File: src/rtl/imm_ext_stage.sv
// Registered immediate-extension stage: zero/sign/high/ones/branch-offset.
// Define EXT_SKID_EN to add a one-entry skid register and a flopped in_ready.
module imm_ext_stage #(
  parameter int IN_W  = 16,
  parameter int OUT_W = 32,
  parameter int TAG_W = 5
) (
  input  logic             clk,
  input  logic             rst,
  input  logic             in_valid,
  output logic             in_ready,
  input  logic [IN_W-1:0]  in_imm,
  input  logic [2:0]       in_mode,
  input  logic [TAG_W-1:0] in_tag,
  output logic             out_valid,
  input  logic             out_ready,
  output logic [OUT_W-1:0] out_imm,
  output logic [TAG_W-1:0] out_tag,
  output logic             out_illegal
);

  localparam int UP_W = OUT_W - IN_W;

  typedef enum logic [2:0] {
    M_ZERO = 3'd0,
    M_SIGN = 3'd1,
    M_HIGH = 3'd2,
    M_ONES = 3'd3,
    M_BOFS = 3'd4
  } mode_e;

  logic [OUT_W-1:0] sext;
  logic [OUT_W-1:0] ext_imm;
  logic             ext_ill;

  always_comb begin
    sext    = {{UP_W{in_imm[IN_W-1]}}, in_imm};
    ext_imm = '0;
    ext_ill = 1'b0;
    unique case (in_mode)
      M_ZERO:  ext_imm = {{UP_W{1'b0}}, in_imm};
      M_SIGN:  ext_imm = sext;
      M_HIGH:  ext_imm = {in_imm, {UP_W{1'b0}}};
      M_ONES:  ext_imm = {{UP_W{1'b1}}, in_imm};
      M_BOFS:  ext_imm = sext << 2;
      default: ext_ill = 1'b1;
    endcase
  end

  logic             out_valid_q, out_valid_d;
  logic [OUT_W-1:0] out_imm_q, out_imm_d;
  logic [TAG_W-1:0] out_tag_q, out_tag_d;
  logic             out_ill_q, out_ill_d;
  logic             in_fire;

  assign out_valid   = out_valid_q;
  assign out_imm     = out_imm_q;
  assign out_tag     = out_tag_q;
  assign out_illegal = out_ill_q;

`ifdef EXT_SKID_EN

  logic             skid_valid_q, skid_valid_d;
  logic [OUT_W-1:0] skid_imm_q, skid_imm_d;
  logic [TAG_W-1:0] skid_tag_q, skid_tag_d;
  logic             skid_ill_q, skid_ill_d;
  logic             in_ready_q, in_ready_d;

  assign in_ready = in_ready_q;
  assign in_fire  = in_valid && in_ready_q;

  // in_ready tracks !skid_valid, so a fire never meets a full skid.
  always_comb begin
    out_valid_d  = out_valid_q;
    out_imm_d    = out_imm_q;
    out_tag_d    = out_tag_q;
    out_ill_d    = out_ill_q;
    skid_valid_d = skid_valid_q;
    skid_imm_d   = skid_imm_q;
    skid_tag_d   = skid_tag_q;
    skid_ill_d   = skid_ill_q;
    if (!out_valid_q || out_ready) begin
      if (skid_valid_q) begin
        out_valid_d  = 1'b1;
        out_imm_d    = skid_imm_q;
        out_tag_d    = skid_tag_q;
        out_ill_d    = skid_ill_q;
        skid_valid_d = 1'b0;
      end else if (in_fire) begin
        out_valid_d = 1'b1;
        out_imm_d   = ext_imm;
        out_tag_d   = in_tag;
        out_ill_d   = ext_ill;
      end else begin
        out_valid_d = 1'b0;
      end
    end else if (in_fire) begin
      skid_valid_d = 1'b1;
      skid_imm_d   = ext_imm;
      skid_tag_d   = in_tag;
      skid_ill_d   = ext_ill;
    end
    in_ready_d = !skid_valid_d;
  end

  always_ff @(posedge clk or posedge rst) begin
    if (rst) begin
      skid_valid_q <= 1'b0;
      skid_imm_q   <= '0;
      skid_tag_q   <= '0;
      skid_ill_q   <= 1'b0;
      in_ready_q   <= 1'b0;
    end else begin
      skid_valid_q <= skid_valid_d;
      skid_imm_q   <= skid_imm_d;
      skid_tag_q   <= skid_tag_d;
      skid_ill_q   <= skid_ill_d;
      in_ready_q   <= in_ready_d;
    end
  end

`else

  logic alive_q;

  assign in_ready = alive_q && (!out_valid_q || out_ready);
  assign in_fire  = in_valid && in_ready;

  always_comb begin
    out_valid_d = out_valid_q;
    out_imm_d   = out_imm_q;
    out_tag_d   = out_tag_q;
    out_ill_d   = out_ill_q;
    if (in_fire) begin
      out_valid_d = 1'b1;
      out_imm_d   = ext_imm;
      out_tag_d   = in_tag;
      out_ill_d   = ext_ill;
    end else if (out_ready) begin
      out_valid_d = 1'b0;
    end
  end

  // Holds in_ready low until the first edge after reset release.
  always_ff @(posedge clk or posedge rst) begin
    if (rst) begin
      alive_q <= 1'b0;
    end else begin
      alive_q <= 1'b1;
    end
  end

`endif

  always_ff @(posedge clk or posedge rst) begin
    if (rst) begin
      out_valid_q <= 1'b0;
      out_imm_q   <= '0;
      out_tag_q   <= '0;
      out_ill_q   <= 1'b0;
    end else begin
      out_valid_q <= out_valid_d;
      out_imm_q   <= out_imm_d;
      out_tag_q   <= out_tag_d;
      out_ill_q   <= out_ill_d;
    end
  end

endmodule

File: config.mk
export PLATFORM = sky130hd
export DESIGN_NAME = imm_ext_stage
export DESIGN_NICKNAME = d
export VERILOG_FILES = /design/src/rtl/imm_ext_stage.sv
export SDC_FILE = /design/constraint.sdc
export NUM_CORES = 1
export LEC_CHECK = 0
export ABC_AREA = 1
export BUFFER_PORTS_ARGS = -buffer_cell sky130_fd_sc_hd__buf_2
export CAP_MARGIN = 20
export CORE_ASPECT_RATIO = 0.75
export CORE_MARGIN = 1.5
export CORE_UTILIZATION = 41
export CTS_BUF_LIST = sky130_fd_sc_hd__clkbuf_4 sky130_fd_sc_hd__clkbuf_8 sky130_fd_sc_hd__clkbuf_16
export DETAILED_ROUTE_END_ITERATION = 10
export GPL_TIMING_DRIVEN = 0
export PLACE_DENSITY_LB_ADDON = 0.1
export SLEW_MARGIN = 5
export SYNTH_ARGS = -nofsm -noshare
export SYNTH_HDL_FRONTEND = slang
export SYNTH_SLANG_ARGS = --single-unit
File: constraint.sdc
create_clock -name clk -period 1.2 [get_ports clk]
set_input_delay 0.12 -clock clk [delete_from_list [all_inputs] [get_ports clk]]
set_output_delay 0.12 -clock clk [all_outputs]
set_load 0.02 [all_outputs]
==> impl_metrics.json <==
{
  "status": "finished, violations left",
  "failed_checks": "negative hold slack",
  "synth_commonest_cells": "nand2_1 (156), dfrtp_1 (40), nand3_1 (18)",
  "critPathMostFrequentCell": "nand2_1",
  "synth_compound_area_share_pct": 1.47,
  "synth_nets": 293,
  "placed_cell_area_um2": 2420,
  "synthAdderAreaFrac_pct": 0,
  "grt_pass1_vias": 1667,
  "cts_tree": "yes",
  "ant_nets": 0,
  "start_util_pct": 43.3,
  "synth_most_common_cell": "nand2_1",
  "fin_hold_ws_ps": -14.5,
  "synth-simple-area-share_pct": 41.5,
  "relSlewSlack_pct": 45.0,
  "grt_max_degree": 41,
  "drc": 0,
  "num_rows": 21,
  "cp.arrival_ps": 1360,
  "diodes": 0,
  "hold_viol": 31,
  "clock_path_buffers": 2,
  "synth_mux_area_share_pct": 0,
  "min_period_ps": 1170,
  "fin_area_um2": 2570,
  "setup_tns_ps": 0,
  "clkTransAtPathRegs_ps": 70,
  "cpMaxStageDelayCell": "dfrtp_2",
  "maxCapViolCount": 0,
  "syn_area_per_cell_um2": 7.38,
  "synth.top_cell.area_share_pct": 51.2,
  "vias": 1879,
  "start_kind": "flop",
  "grt_pass1_wl_um": 8090,
  "crit_family": "simple AND/OR/NAND/NOR gates",
  "io_buffers": 66,
  "synth_top_family_by_area": "simple AND/OR/NAND/NOR gates",
  "critPathKind": "reg2reg",
  "htree_levels": 2,
  "synth.distinct_cells": 17,
  "path_buf_inv": 3,
  "ir_worst_vdd_v": 0.000823,
  "synthFlopType": "dfrtp_1",
  "synth_cells": 265,
  "die_area_um2": 5200,
  "ys_ff_latch": 40,
  "dpl.hpwl_um": 3470,
  "synthArstFlopShare_pct": 100,
  "cts_buffers": 5,
  "track_usage_pct": 20.4,
  "fmax_mhz": 852,
  "synth_area_um2": 1960,
  "drt-pass1-iter-count": 4,
  "worst_slack_ps": 26.5,
  "yosys_warnings": 0,
  "antenna_found_initial": 0,
  "place.gp.congestion": 0.833,
  "clk_latency_ps": 290,
  "die_width_um": 82.8,
  "die_height_um": 62.8,
  "setup_viol": 0,
  "post-synth-top-area-cell": "dfrtp_1",
  "clockRootBuffer": "clkbuf_8",
  "routed_wl_um": 4760,
  "critPathMaxFanout": 7,
  "synth-xor-area-share_pct": 0,
  "utilization_pct": 56.9,
  "cp-end-kind": "flop",
  "pre_cts_slack_ps": -12.9,
  "dpl.cell_count": 388,
  "seq_area_frac_synth_pct": 51.2,
  "routedWlPerCell_um": 11.9,
  "drive_above_1_share_pct": 29.8,
  "power_mw": 3.71,
  "finalMaxSlewViolations": 0,
  "hp-class": "in2async",
  "min_period_over_period_pct": 97.8,
  "core_um2": 4520,
  "pin_count": 68,
  "synth_edf_count": 0,
  "grt_setup_unrepaired": "true",
  "synth_area_leaders": "dfrtp_1 (51%), nand2_1 (30%), nand4_1 (5.1%)",
  "cts.sinks": 40,
  "worstPathCellList": "inv_2 > nor2_2 > nor2_4 > nand2_4 > inv_6 > buf_4 > nand2_1 > nand2_1",
  "fin_cells": 399,
  "cpPeakStageDelay_ps": 360,
  "regToRegSetupSlack_ps": 30,
  "syn2layout_area_growth_pct": 31.5,
  "finClkSkew_ps": 4.69,
  "dr.first_iter.drc_count": 87,
  "worstMarginPinSlew_ps": 824,
  "grt_overflow": 0,
  "drt-vias-per-instance": 4.71,
  "layout.nets": 369,
  "critPathRequiredTime_ps": 1380,
  "leakage_nw": 1.55,
  "power.density_nw_per_um2": 1440
}
-- logic make-up (layout without fill, tap and decap cells) --
kind of cell / Yosys count / after routing
buf+inv: 23 / 100
flops: 40 / 40
simple gates: 196 / 196
compound gates: 5 / 5
other cells: 1 / 1
-- worst paths after layout --
kind,start,to,depth (start not counted)
min in group clk,in_tag[1],out_tag[1],3
max reg2reg,out_valid,out_imm[27],8
max,out_valid,out_imm[27],8
min,rst,out_imm[18],2
max in group asynchronous,rst,out_valid,2
min reg2reg,out_imm[10],out_imm[10],2
-- cells in the final DEF, fill, tap and decap left out --
cell type / Yosys / routed
dfrtp_1: 40 / 39
bufinv_16: 0 / 1
nor2_2: 1 / 1
o21ai_2: 0 / 1
inv_2: 3 / 4
inv_1: 5 / 3
a21oi_2: 1 / 1
nand3_1: 18 / 18
nor2_1: 3 / 2
clkbuf_4: 0 / 1
nor2_4: 1 / 2
nand2_4: 0 / 1
clkinv_2: 0 / 1
clkbuf_8: 0 / 6
buf_6: 0 / 4
conb_1: 1 / 1
clkbuf_1: 3 / 2
dfrtp_2: 0 / 1
buf_4: 4 / 8
buf_2: 8 / 67
o21ai_1: 2 / 2
inv_6: 0 / 1
nand4_1: 16 / 16
buf_8: 0 / 2
o21ai_0: 2 / 1
nand2_1: 156 / 156
-- cell type report --
cell class | count | area (µm²)
plain buffers | 15 | 136
clock buffers | 6 | 76.3
inverters | 8 | 35.0
repair buffers | 69 | 355
multi-input cells | 202 | 860
well taps | 57 | 71.3
clock inverters | 2 | 35.0
fillers | 460 | 1950
flip-flops and latches | 40 | 1000
-- report_power, final --
group	switching [mW]	total, mW	internal (mW)
Sequential	0.0932	1.63	1.54
Combinational	0.633	0.976	0.343
Clock	0.455	1.09	0.640
-- metal layers --
layer | GRT usage [%] | part of all wire [%] | vias up
li1 | - | - | 983
met1 | 30.9 | 52 | 840
met2 | 28.5 | 40 | 45
met3 | 3.94 | 5.0 | 11
met4 | 7.71 | 2.2 | 0
met5 | 0 | 0 | -
-- state kept, by name, summed over array words and instances (netlist names) --
register,count
out_imm,32
out_tag,5
alive_q,1
out_illegal,1
out_valid,1
-- repair_timing --
item                                    4_1_cts  5_1_grt
resized for setup                             2        4
endpoints found under the setup margin       29       39
setup buffers                                 2        1
pin swaps                                     2        1
hold buffers                                  0        0
(Power assumes the default switching activity.)
